$ cat config.mk
export PLATFORM = sky130hd
export DESIGN_NAME = rf_port_scrubber
export DESIGN_NICKNAME = d
export VERILOG_FILES = /design/src/rtl/rf_port_scrubber_pkg.sv /design/src/rtl/rf_port_scrubber_wrap_add.sv /design/src/rtl/rf_port_scrubber.sv
export SDC_FILE = /design/constraint.sdc
export NUM_CORES = 1
export LEC_CHECK = 0
export CORE_ASPECT_RATIO = 0.5
export CORE_MARGIN = 2
export CORE_UTILIZATION = 25
export DETAILED_ROUTE_END_ITERATION = 16
export GPL_TIMING_DRIVEN = 0
export HOLD_SLACK_MARGIN = 0.02
export SYNTH_ARGS = -nofsm -noshare
export SYNTH_HDL_FRONTEND = slang
export SYNTH_SLANG_ARGS = --single-unit
$ cat constraint.sdc
create_clock -name s_clk_i -period 12.8 [get_ports s_clk_i]
set_input_delay 3.2 -clock s_clk_i [delete_from_list [all_inputs] [get_ports s_clk_i]]
set_output_delay 3.2 -clock s_clk_i [all_outputs]
set_load 0.02 [all_outputs]
$ cat src/rtl/rf_port_scrubber_pkg.sv
// -----------------------------------------------------------------------------
// rf_port_scrubber_pkg
// Shared types and constants for the register-file read-port scrubber.
//   rps_mode_e : decoding of the 2-bit scrub mode field (mhrdctrl0[5:4]).
//   rf_add_t   : register-file address type.
//   rps_cnt_w  : width needed to hold the values 0..n (never less than 1).
// -----------------------------------------------------------------------------
package rf_port_scrubber_pkg;

   localparam int RF_AW = 5;

   // Address of one architectural register in the register file.
   typedef logic [RF_AW-1:0] rf_add_t;

   // Both 00 and 01 switch the scrubber off; bit 1 enables scrubbing and
   // bit 0 additionally arms the starvation monitor.
   typedef enum logic [1:0] {
      RPS_MODE_OFF     = 2'b00,
      RPS_MODE_OFF_ALT = 2'b01,
      RPS_MODE_SCRUB   = 2'b10,
      RPS_MODE_RESTART = 2'b11
   } rps_mode_e;

   function automatic int rps_cnt_w(input int n);
      return (n < 1) ? 1 : $clog2(n + 1);
   endfunction

endpackage

$ cat src/rtl/rf_port_scrubber_wrap_add.sv
// -----------------------------------------------------------------------------
// rps_wrap_add
// Combinational modular adder: sum = wrap(base + offset), where the result is
// folded back into the window [FIRST_ADD, LAST_ADD].
// Ports:
//   base   in  AW  base address, assumed inside the window
//   offset in  OW  unsigned offset added to base
//   sum    out AW  wrapped address
// The addition and modulo are done on AW+OW bits so nothing is lost before
// the fold.
// -----------------------------------------------------------------------------
module rps_wrap_add #(
   parameter int AW        = 5,
   parameter int OW        = 2,
   parameter int FIRST_ADD = 1,
   parameter int LAST_ADD  = 31
) (
   input  logic [AW-1:0] base,
   input  logic [OW-1:0] offset,
   output logic [AW-1:0] sum
);

   localparam int            IW      = AW + OW;
   localparam logic [IW-1:0] FIRST_W = IW'(FIRST_ADD);
   localparam logic [IW-1:0] SPAN_W  = IW'(LAST_ADD - FIRST_ADD + 1);

   logic [IW-1:0] raw;
   logic [IW-1:0] rel;

   always_comb begin
      raw = IW'(base) + IW'(offset);
      rel = raw - FIRST_W;
      sum = AW'(FIRST_W + (rel % SPAN_W));
   end

endmodule

$ cat src/rtl/rf_port_scrubber.sv
// -----------------------------------------------------------------------------
// rf_port_scrubber
// Steers idle register-file read ports onto a rotating scrub address so the
// OP stage re-reads and checks every register over time. Free ports in one
// cycle get consecutive addresses; the base advances by the number of ports
// used. An optional starvation monitor requests a pipeline restart when too
// few cycles in a 2^WIN_W window made scrub progress.
//
// Configuration macro: RF_PORT_SCRUB_RESTART_EN
//   defined     : starvation monitor present (mode 11)
//   not defined : monitor removed, s_restart_o tied 0, mode 11 acts as 10
//
// Ports:
//   s_clk_i       in  1      clock
//   s_reset_i     in  1      synchronous active-high reset
//   s_mode_i      in  2      00/01 off, 10 scrub, 11 scrub+restart
//   s_stall_i     in  1      ID stalled, OP holds a valid instruction
//   s_flush_i     in  1      ID flush (including a fed-back restart)
//   s_nop_i       in  1      aligner output not valid
//   s_id_free_i   in  RP     decoded instruction does not need port p
//   s_op_free_i   in  RP     instruction in OP does not need port p
//   s_scrub_o     out RP     port p loads its scrub address this cycle
//   s_port_add_o  out RP*AW  scrub address of port p (slice p*AW +: AW)
//   s_add_o       out AW     current base scrub address
//   s_restart_o   out 1      registered one-cycle restart request
// -----------------------------------------------------------------------------
module rf_port_scrubber
   import rf_port_scrubber_pkg::*;
#(
   parameter int RP        = 2,
   parameter int AW        = 5,
   parameter int FIRST_ADD = 1,
   parameter int LAST_ADD  = 31,
   parameter int WIN_W     = 4,
   parameter int MIN_UPD   = 4
) (
   input  logic             s_clk_i,
   input  logic             s_reset_i,
   input  logic [1:0]       s_mode_i,
   input  logic             s_stall_i,
   input  logic             s_flush_i,
   input  logic             s_nop_i,
   input  logic [RP-1:0]    s_id_free_i,
   input  logic [RP-1:0]    s_op_free_i,
   output logic [RP-1:0]    s_scrub_o,
   output logic [RP*AW-1:0] s_port_add_o,
   output logic [AW-1:0]    s_add_o,
   output logic             s_restart_o
);

   // Offset width: must hold RP itself (the base advance when all ports are free).
   localparam int OW = $clog2(RP) + 1;

   rps_mode_e        mode;
   logic             scrub_en;
   logic [RP-1:0]    free;
   logic [OW-1:0]    port_off [RP];
   logic [OW-1:0]    free_cnt;
   logic [OW-1:0]    next_off;
   logic [AW-1:0]    port_wrap [RP];
   logic [AW-1:0]    next_add;
   logic [AW-1:0]    add_q;

   assign mode     = rps_mode_e'(s_mode_i);
   assign scrub_en = (mode == RPS_MODE_SCRUB) || (mode == RPS_MODE_RESTART);

   // Free set in priority order, then the prefix count of free ports below
   // each port, which is that port's offset from the base address.
   // NOTE: every always_comb output gets a default first so no path leaves
   // it unassigned; otherwise synthesis infers a latch.
   always_comb begin
      free     = s_id_free_i;
      free_cnt = '0;
      if (s_flush_i)      free = '1;
      else if (s_stall_i) free = s_op_free_i;
      else if (s_nop_i)   free = '1;
      for (int p = 0; p < RP; p++) begin
         port_off[p] = free_cnt;
         if (free[p]) free_cnt = free_cnt + OW'(1);
      end
   end

   // A flush discards the ID instruction, so nothing is scrubbed, but the
   // base still moves on by one to keep the rotation going.
   assign next_off = s_flush_i ? OW'(1) : free_cnt;

   for (genvar p = 0; p < RP; p++) begin : g_port
      rps_wrap_add #(
         .AW        (AW),
         .OW        (OW),
         .FIRST_ADD (FIRST_ADD),
         .LAST_ADD  (LAST_ADD)
      ) u_port_add (
         .base   (add_q),
         .offset (port_off[p]),
         .sum    (port_wrap[p])
      );
      assign s_port_add_o[p*AW +: AW] = free[p] ? port_wrap[p] : add_q;
   end

   rps_wrap_add #(
      .AW        (AW),
      .OW        (OW),
      .FIRST_ADD (FIRST_ADD),
      .LAST_ADD  (LAST_ADD)
   ) u_next_add (
      .base   (add_q),
      .offset (next_off),
      .sum    (next_add)
   );

   assign s_scrub_o = (scrub_en && !s_flush_i) ? free : '0;
   assign s_add_o   = add_q;

   // NOTE: state registers use non-blocking assignments so every flop
   // samples the values from before the edge, independent of block order.
   always_ff @(posedge s_clk_i) begin
      if (s_reset_i)     add_q <= AW'(FIRST_ADD);
      else if (scrub_en) add_q <= next_add;
   end

`ifdef RF_PORT_SCRUB_RESTART_EN
   localparam int UW = rps_cnt_w(MIN_UPD);

   logic             mon_en;
   logic [WIN_W-1:0] win_cnt_q;
   logic [UW-1:0]    upd_cnt_q;
   logic [UW-1:0]    upd_cnt_d;
   logic             restart_q;

   assign mon_en = (mode == RPS_MODE_RESTART);

   // Update count including the current cycle, saturating at MIN_UPD.
   always_comb begin
      upd_cnt_d = upd_cnt_q;
      if ((s_flush_i || (free_cnt != '0)) && (upd_cnt_q < UW'(MIN_UPD)))
         upd_cnt_d = upd_cnt_q + UW'(1);
   end

   // Counters only run in mode 11; the restart flop defaults low so a
   // request lasts exactly one cycle after the window end.
   always_ff @(posedge s_clk_i) begin
      if (s_reset_i || !mon_en) begin
         win_cnt_q <= '0;
         upd_cnt_q <= '0;
         restart_q <= 1'b0;
      end else if (&win_cnt_q) begin
         win_cnt_q <= '0;
         upd_cnt_q <= '0;
         restart_q <= (upd_cnt_d < UW'(MIN_UPD));
      end else begin
         win_cnt_q <= win_cnt_q + WIN_W'(1);
         upd_cnt_q <= upd_cnt_d;
         restart_q <= 1'b0;
      end
   end

   assign s_restart_o = restart_q;
`else
   assign s_restart_o = 1'b0;
`endif

endmodule

==> metrics.cfg, run 1 <==
[hold_path]
hold_class = flop to flop
whs_path_depth = 3
holdCritStartpoint = s_add_o[4]
whs_endpoint = s_add_o[4]

[layout]
syn_to_final_growth_pct = 24.20
mostFrequentLayoutCells = clkdlybuf4s50_1 (25), nor2_1 (24), nand2_1 (22)
layout_commonest_cell = clkdlybuf4s50_1
finalNetCount = 326
nFillCells = 787
n_antenna_cell = 0
drive_gt1_share_pct = 13.90
largest_register_ffs = 5

[timing]
hold_viol_final = 0
fin_tns_setup_ns = 0
fmax_mhz = 81.91
report.final.slew_viol_count = 0
skew_ns = 0.003159
setup_viol = 0
fin_ws_ns = 0.5921
grt_setup_unrepaired = no
worst_slew_pin_slew_ns = 0.5862
max-slew-margin-rel_pct = 60.92
finalCritPeriodShare_pct = 95.37
fin_hold_ws_ns = 0.7653
fin_crit_ns = 12.21

[yosys]
syn-num-nets = 296
synth-seq-area-share_pct = 5.135
ys.warnings.count = 0
synthTopCellsByArea = ha_1 (12%), xnor2_1 (6.3%), dfxtp_1 (5.1%)
netlist_area_sq_um = 1949
synth_flop_cell = dfxtp_1
synth_top_area_share_pct = 11.55
yosys_register_bits = 5
synth_edf_count = 0
synth_cells = 266
synth.largest_area_cell = ha_1
syn_area_per_cell_sq_um = 7.328
ys_async_sr_fraction_pct = 0
synth_cell_types = 74

[floorplanning]
pin_count = 29
die-height_um = 66.44
rows = 22
initial_utilization_pct = 26.23
die-width_um = 128.9
core_sq_um = 7432
dieArea_sq_um = 8563

[outcome]
status = complete, no violations

[clocking]
clk_latency_ns = 0.23
cts_max_level = 1
cts_tree = yes
clockBufferDepth = 2
clk_pin_slew_ns = 0.03
numClockSinks = 5
clockRootBuffer = clkbuf_16
cts_setup_buffers = 0
cts_made_buffers = 3

[global_routing]
grt_pass1_wl_mm = 8.362
grt_pass1_vias = 1857
grt_start_max_net_pins = 11
overflow = 0
grtUsageTotal_pct = 11.71
antenna_found_initial = 0

[power_and_ir_drop]
vdd_ir_drop_max_mv = 0.07626
p_comb_share_pct = 89.6
p_int_mw = 0.3668
p_sw_mw = 0.3894
swShare_pct = 51.49
seq_power_share_pct = 3.6
power_leakage_nw = 0.9797
power_density_nw_per_um2 = 312.3
clockPowerShare_pct = 6.8

[critical_path]
cp.arrival_ns = 9.01
worstReg2RegEnd = s_add_o[4]
rrSetupSlack_ns = 7.90
r2r-start = s_add_o[0]
crit_type = input port to output pin
worstPathMaxFanout = 6
crit_path_end_kind = output pin
startpoint_type = input port
reg2reg_depth = 19
worstPathRequired_ns = 9.60

[placement]
place.gp.congestion = 0.8744
io_buffers = 25
dp_slack_ns = 0.3524
dpl.hpwl_mm = 3.904

[routing]
dr.pass1.iters = 4
wl_per_cell_um = 12.51
drt_iter0_markers = 63
drc = 0
via_per_inst = 5.084
drt-total-wl_mm = 4.892
ant_nets = 0
vias = 1988

[job]
max_cap_violations = 0

## power groups by stage
stage	sequential [mW]	combinational, mW	clock (mW)
after floorplan	0.0315	0.502	0
after global placement	0.0274	0.669	0
after detailed placement	0.0273	0.668	0
after CTS	0.0272	0.672	0.0517
after global routing	0.0282	0.751	0.0534
final	0.0270	0.678	0.0514
## cell type report
| class | count | area [sq um] | share of cell area (%) |
|---|---|---|---|
| tap | 96 | 120.1 | 4.961 |
| sequential | 5 | 100.1 | 4.134 |
| multi-input combinational | 229 | 1718 | 70.96 |
| clock buffer | 4 | 78.83 | 3.256 |
| timing repair buffer | 25 | 250.2 | 10.34 |
| inverter | 18 | 67.56 | 2.791 |
| buffer | 14 | 86.33 | 3.566 |
## through the flow
| step | power [mW] | util [%] | instance area (sq um) | cells |
|---|---|---|---|---|
| global placement | 0.6963 | 31.21 | 2320 | 387 |
| finish | 0.7562 | 32.58 | 2421 | 391 |
| CTS | 0.7506 | 32.27 | 2399 | 391 |
| global route | 0.8328 | 32.58 | 2421 | 391 |
| floorplan | 0.5334 | - | 1949 | 266 |
| detailed placement | 0.6958 | 31.21 | 2320 | 387 |
## what timing repair did
| item | in CTS | in global routing |
|---|---|---|
| hold buffers | 0 | 0 |
| resized for setup | 0 | 6 |
| setup endpoints to repair | 0 | 3 |
## metal layers
layer / global-route usage, % / vias up / share of wire (%)
li1: - / 1036 / -
met1: 15.71 / 907 / 50
met2: 20.63 / 43 / 47
met3: 0.5663 / 2 / 2.9
met4: 3.125 / 0 / 0.25
met5: 0 / - / 0
## how the worst max path moves through the flow
stage	startpoint	end	slack (ns)
floorplan	s_nop_i	s_port_add_o[7]	1.78
global route	s_stall_i	s_port_add_o[9]	0.06
CTS	s_stall_i	s_port_add_o[9]	0.33
finish	s_stall_i	s_port_add_o[9]	0.59
detailed placement	s_stall_i	s_port_add_o[7]	0.35
global placement	s_stall_i	s_port_add_o[9]	0.34
## synth_stat cells, drive strengths merged, types with 2 or more instances
master and n:
nor4b 2, o21a 2, o21ai 12, and3 4, buf 9, xnor2 16
a2111oi 2, nor2 24, a21oi 15, and4 2, clkbuf 5, nand4 4
nor2b 7, o21bai 3, and2 6, mux2 4, o31ai 3, dfxtp 5
xor2 5, nor4 3, a311o 2, or2 4, nand3 4, ha 18
o22ai 2, a31oi 4, o211ai 6, a31o 2, nor3 6, a22oi 2
or3 6, nor3b 3, a211oi 3, inv 18, a21boi 2, mux2i 3
a2bb2oi 2, nand2b 5, nand2 22
## worst max-delay path, cell delays in order
cell and delay [ns]:
clkdlybuf4s50_1 0.52, nor2_1 0.06, a21oi_1 0.15, nor2b_2 0.24, inv_1 0.13, ha_1 0.28
ha_1 0.46, inv_1 0.11, ha_1 0.26, nor2b_1 0.15, a2111oi_2 0.39, a41oi_2 0.12
a21oi_2 0.27, ha_1 0.17, nand2_1 0.05, o31ai_1 0.22, mux2_4 0.22, and4_1 0.25
a21boi_1 0.10, a2bb2oi_1 0.16, inv_1 0.07, ha_1 0.13, inv_1 0.06, a2111oi_2 0.36
xnor2_1 0.11, o21ai_1 0.12, clkdlybuf4s50_1 0.61
## logic make-up (layout without fill, tap and decap cells)
logic type / Yosys count / count (layout) / synth area share [%]
AO/OA/AOI/OAI: 75 / 75 / 29.27
buffers and inverters: 32 / 61 / 7.830
AND/OR/NAND/NOR: 106 / 106 / 30.74
multiplexers: 7 / 7 / 4.043
flip-flops: 5 / 5 / 5.135
XOR/XNOR: 21 / 21 / 10.21
other: 1 / 1 / 0.1924
adder cells (fa/ha/maj): 19 / 19 / 12.58
(Power assumes the default switching activity.)
==> inputs of run 2 (changes only) <==
--- a/config.mk
+++ b/config.mk
@@ -5,12 +5,12 @@
 export SDC_FILE = /design/constraint.sdc
 export NUM_CORES = 1
 export LEC_CHECK = 0
-export CORE_ASPECT_RATIO = 0.5
-export CORE_MARGIN = 2
+export CORE_ASPECT_RATIO = 1.1
 export CORE_UTILIZATION = 25
 export DETAILED_ROUTE_END_ITERATION = 16
 export GPL_TIMING_DRIVEN = 0
 export HOLD_SLACK_MARGIN = 0.02
+export PLACE_DENSITY = 0.39
 export SYNTH_ARGS = -nofsm -noshare
 export SYNTH_HDL_FRONTEND = slang
 export SYNTH_SLANG_ARGS = --single-unit
==> metrics.cfg, run 2 (same netlist as run 1, synthesis figures left out) <==
[timing]
hold_viol_final = 0
finalCritPeriodShare_pct = 95.19
skew_ns = 0.003179
fin_crit_ns = 12.18
worst_slew_pin_slew_ns = 0.5983
report.final.slew_viol_count = 0
setup_viol = 0
grt_setup_unrepaired = no
fin_tns_setup_ns = 0
fmax_mhz = 82.08
max-slew-margin-rel_pct = 60.11

[global_routing]
grtUsageTotal_pct = 13.77
grt_pass1_wl_mm = 9.225
antenna_found_initial = 0
overflow = 0
grt_start_max_net_pins = 11
grt_pass1_vias = 1960

[layout]
largest_register_ffs = 5
drive_gt1_share_pct = 14.24
finalNetCount = 326
syn_to_final_growth_pct = 23.43
final_util_pct = 32.02
n_antenna_cell = 0
mostFrequentLayoutCells = clkdlybuf4s50_1 (25), nor2_1 (24), nand2_1 (22)
layout_commonest_cell = clkdlybuf4s50_1

[routing]
wl_per_cell_um = 13.59
drt-total-wl_mm = 5.437
drc = 0
vias = 2014
drt_iter0_markers = 58
ant_nets = 0
via_per_inst = 5.035
dr.pass1.iters = 4

[clocking]
numClockSinks = 5
cts_tree = yes
clockRootBuffer = clkbuf_8
cts_max_level = 1
cts_made_buffers = 3
clk_pin_slew_ns = 0.03
clk_latency_ns = 0.22
hold_buffers = 0
clockBufferDepth = 2

[placement]
place.gp.congestion = 0.7617
dpl.hpwl_mm = 4.330
io_buffers = 25

[critical_path]
rrSetupSlack_ns = 7.78
reg2reg_depth = 19
crit_type = input port to output pin
worstReg2RegEnd = s_add_o[4]
startpoint_type = input port
cp.arrival_ns = 8.98
crit_path_end_kind = output pin
worstPathMaxFanout = 6
r2r-start = s_add_o[0]
worstPathRequired_ns = 9.60

[outcome]
status = complete, no violations

[hold_path]
hold_class = flop to flop
whs_endpoint = s_add_o[4]
holdCritStartpoint = s_add_o[4]
whs_path_depth = 3

[floorplanning]
dieArea_sq_um = 8155
pin_count = 29
die-height_um = 94.61
core_sq_um = 7515
initial_utilization_pct = 25.94
die-width_um = 86.20
rows = 33

[power_and_ir_drop]
power_leakage_nw = 0.9662
p_total_mw = 0.7428
power_density_nw_per_um2 = 308.7
vdd_ir_drop_max_mv = 0.1379

[job]
max_cap_violations = 0

## run 2: changes by cell type in the layout (fill, tap and decap cells not counted)
cell	delta
clkbuf_16	-3
clkbuf_8	+3
ha_1	-1
ha_2	+1
nor2b_2	-1
nor2b_4	+1
## run 2: critical path, cell delays in order
cell	delay, ns
clkdlybuf4s50_1	0.51
nor2_1	0.06
a21oi_1	0.17
nor2b_4	0.23
inv_1	0.12
ha_1	0.28
ha_2	0.44
inv_1	0.08
ha_1	0.25
nor2b_1	0.15
a2111oi_2	0.38
a41oi_2	0.12
a21oi_2	0.26
ha_1	0.28
or3_1	0.39
and4_1	0.25
a21boi_1	0.19
a2bb2oi_1	0.29
inv_1	0.07
ha_1	0.18
inv_1	0.09
a2111oi_2	0.06
xnor2_1	0.15
o21ai_1	0.13
clkdlybuf4s50_1	0.61
## run 2: layout make-up
| type | count | area (sq um) |
|---|---|---|
| multi-input cells | 229 | 1725 |
| inverters | 18 | 67.56 |
| flip-flops and latches | 5 | 100.1 |
| plain buffers | 14 | 86.33 |
| well taps | 105 | 131.4 |
| fillers | 821 | 5109 |
| repair buffers | 25 | 250.2 |
| clock buffers | 4 | 45.04 |
## run 2: how the worst max path moves through the flow
stage / from / to / slack [ns]
3_3_place_gp: s_nop_i / s_port_add_o[9] / 0.08
6_report: s_stall_i / s_port_add_o[9] / 0.62
3_5_place_dp: s_stall_i / s_port_add_o[9] / 0.21
5_1_grt: s_nop_i / s_port_add_o[9] / 0.07
4_1_cts: s_stall_i / s_port_add_o[9] / 0.18
2_1_floorplan: s_nop_i / s_port_add_o[7] / 1.78
## run 2: through the flow
| stage | setup WS, ns | hold slack [ns] | instance area (sq um) | std cells |
|---|---|---|---|---|
| 2_1_floorplan | 1.779 | 0.7706 | 1949 | 266 |
| 3_5_place_dp | 0.2086 | 0.8384 | 2331 | 396 |
| 5_1_grt | 0.07398 | 0.8924 | 2406 | 400 |
| 4_1_cts | 0.1788 | 0.8427 | 2376 | 400 |
| 3_3_place_gp | 0.07566 | 0.8020 | 2331 | 396 |
| 6_report | 0.6161 | 0.8402 | 2406 | 400 |
## run 2: routing by layer
metal	up-vias	GRT usage, %	share of wire, %
li1	1031	-	-
met4	0	1.250	0.39
met2	53	25.26	50
met3	2	2.098	4.0
met1	928	17.48	46
met5	-	0	0
## run 2: report_power, final
| group | switching [mW] | total [mW] | leakage, nW | internal, mW |
|---|---|---|---|---|
| logic | 0.379 | 0.685 | 0.902 | 0.306 |
| registers | 0.00799 | 0.0286 | 0.0414 | 0.0206 |
| clock network | 0.00785 | 0.0292 | 0.0228 | 0.0214 |
## run 2: timing repair
action,CTS,global route
endpoints found under the setup margin,0,3
endpoints found under the hold margin,0,0
resized for setup,0,8
buffers inserted,0,0
==> inputs of run 3 (changes only) <==
--- a/config.mk
+++ b/config.mk
@@ -10,7 +10,8 @@
 export DETAILED_ROUTE_END_ITERATION = 16
 export GPL_TIMING_DRIVEN = 0
 export HOLD_SLACK_MARGIN = 0.02
-export PLACE_DENSITY = 0.39
+export PLACE_DENSITY = 0.37
 export SYNTH_ARGS = -nofsm -noshare
 export SYNTH_HDL_FRONTEND = slang
+export SYNTH_HIERARCHICAL = 1
 export SYNTH_SLANG_ARGS = --single-unit
==> constraint.sdc (replaced) <==
create_clock -name s_clk_i -period 14.21 [get_ports s_clk_i]
set_input_delay 3.5525 -clock s_clk_i [delete_from_list [all_inputs] [get_ports s_clk_i]]
set_output_delay 3.5525 -clock s_clk_i [all_outputs]
set_load 0.02 [all_outputs]
==> metrics.cfg, run 3 <==
[critical_path]
startpoint_type = input port
worstPathMaxFanout = 10
cp-startpoint = s_flush_i
reg2reg_depth = 22
cp.arrival_ns = 10.08
worstPathRequired_ns = 10.66
crit_type = input port to output pin
r2r-start = s_add_o[1]
crit_path_end_kind = output pin
rrSetupSlack_ns = 8.41
worstReg2RegEnd = s_add_o[4]

[global_routing]
grt_pass1_vias = 3347
antenna_found_initial = 0
grt_pass1_wl_mm = 15.79
overflow = 0
grtUsageTotal_pct = 13.92
grt_start_max_net_pins = 20

[routing]
dr.pass1.iters = 10
drt_iter0_markers = 214
wl_per_cell_um = 14.59
vias = 3440
drt-total-wl_mm = 9.324
drc = 1
via_per_inst = 5.383
ant_nets = 0

[layout]
layout_commonest_cell = inv_1
syn_to_final_growth_pct = 16.56
largest_register_ffs = 5
seq_area_sq_um = 100.1
final_cells = 639
n_antenna_cell = 0
nFillCells = 1411
multi_input_comb_area_sq_um = 3027
mostFrequentLayoutCells = inv_1 (48), ha_1 (37), nor2_1 (32)
finalNetCount = 534
drive_gt1_share_pct = 11.00

[floorplanning]
pin_count = 29
die-height_um = 122.8
rows = 43
core_sq_um = 12750
die-width_um = 111.8
initial_utilization_pct = 26.01
dieArea_sq_um = 13730

[clocking]
clockRootBuffer = clkbuf_16
numClockSinks = 5
cts_made_buffers = 3
clockBufferDepth = 2
clk_pin_slew_ns = 0.03
cts_max_level = 1
clk_latency_ns = 0.22
cts_setup_buffers = 0
cts_tree = yes

[yosys]
synthTopCellsByArea = ha_1 (14%), inv_1 (5.4%), a21oi_1 (4.5%)
netlist_area_sq_um = 3317
synth_cells = 450
synth_flop_cell = dfxtp_1
yosys-top-cells-count = inv_1 (48), ha_1 (37), nor2_1 (32)
synth-seq-area-share_pct = 3.018
synth.largest_area_cell = ha_1
ys_async_sr_fraction_pct = 0
ys.warnings.count = 6
synth_top_area_share_pct = 13.96
syn_area_per_cell_sq_um = 7.371
yosysMostFrequentCell = inv_1
synth_cell_types = 58
synth_edf_count = 0
yosys_register_bits = 5

[timing]
fin_tns_setup_ns = 0
setup_viol = 0
skew_ns = 0.0001657
max-slew-margin-rel_pct = 45.34
finalCritPeriodShare_pct = 95.92
report.final.slew_viol_count = 0
worst_slew_pin_slew_ns = 0.7993
hold_viol_final = 0
fmax_mhz = 73.37
grt_setup_unrepaired = no
fin_ws_ns = 0.5799
fin_crit_ns = 13.63
fin_hold_ws_ns = 0.7178

[placement]
dpl.hpwl_mm = 7.583
dp_slack_ns = 0.4089
place.gp.congestion = 0.7544
io_buffers = 25
dp_cells = 635

[hold_path]
holdCritStartpoint = s_add_o[1]
whs_endpoint = s_add_o[1]
whs_path_depth = 2
hold_class = flop to flop

[outcome]
status = finished with violations
violations = design-rule violations

[job]
max_cap_violations = 0

-- run 3: per-layer routing --
layer	vias to the layer above	part of all wire, %	track usage [%]
met5	-	0	0
met4	0	1.3	3.463
met3	8	1.9	0.4444
met2	45	47	25.27
met1	1609	50	18.14
li1	1778	-	-
-- run 3: worst max path at each step --
stage                 endpoint  slack, ns  cells after the start
2_1_floorplan  s_port_add_o[9]       2.17                     23
4_1_cts        s_port_add_o[9]       0.37                     25
3_5_place_dp   s_port_add_o[9]       0.41                     25
5_1_grt        s_port_add_o[9]       0.05                     24
3_3_place_gp   s_port_add_o[9]       0.41                     25
6_report       s_port_add_o[9]       0.58                     25
-- run 3: logic make-up (layout without fill, tap and decap cells) --
group                    after synthesis  in the layout  synth area share [%]
XOR/XNOR                              15             15                 3.961
AND/OR/NAND/NOR                      155            155                 26.63
AO/OA/AOI/OAI                        161            161                 37.53
other                                  1              4                0.1131
buffers and inverters                 53             82                 6.450
multiplexers                          20             20                 6.526
flip-flops                             5              5                 3.018
adder cells (fa/ha/maj)               40             40                 15.77
-- run 3: layout make-up --
type / instances / area share [%]
Inverter: 48 / 4.660
Timing Repair Buffer: 25 / 6.472
Multi-Input combinational cell: 395 / 78.28
Sequential cell: 5 / 2.589
Buffer: 5 / 0.8738
Tap cell: 157 / 5.081
Clock buffer: 4 / 2.039
-- run 3: worst max-delay path, cell delays in order --
cell and delay [ns]:
clkdlybuf4s50_1 0.55, nor4_2 0.40, nor2_2 0.16, inv_1 0.09, ha_1 0.13, inv_1 0.04
ha_1 0.21, fa_1 0.46, and3b_1 0.22, or4_4 0.52, o2bb2ai_2 0.20, o31ai_2 0.40
ha_1 0.27, o21ai_0 0.10, nor4_1 0.32, nor3_1 0.08, or3b_1 0.41, buf_4 0.20
a211o_1 0.28, o21a_1 0.11, ha_1 0.21, nor4b_2 0.17, xnor2_1 0.20, mux2_2 0.18
clkdlybuf4s50_1 0.60
-- run 3: through the flow --
step           util [%]  area, sq um
6_report          30.32         3866
2_1_floorplan         -         3328
5_1_grt           30.32         3866
3_5_place_dp      29.60         3775
3_3_place_gp      29.60         3775
4_1_cts           30.22         3854
-- run 3: repair_timing --
item	in CTS	in global routing
resized for setup	0	2
endpoints found under the setup margin	0	1
hold buffers	0	0
hold endpoints to repair	0	0
Power of run 3 is not shown: default switching activity piles up to over one toggle a cycle in this logic, so the estimate is an artifact.
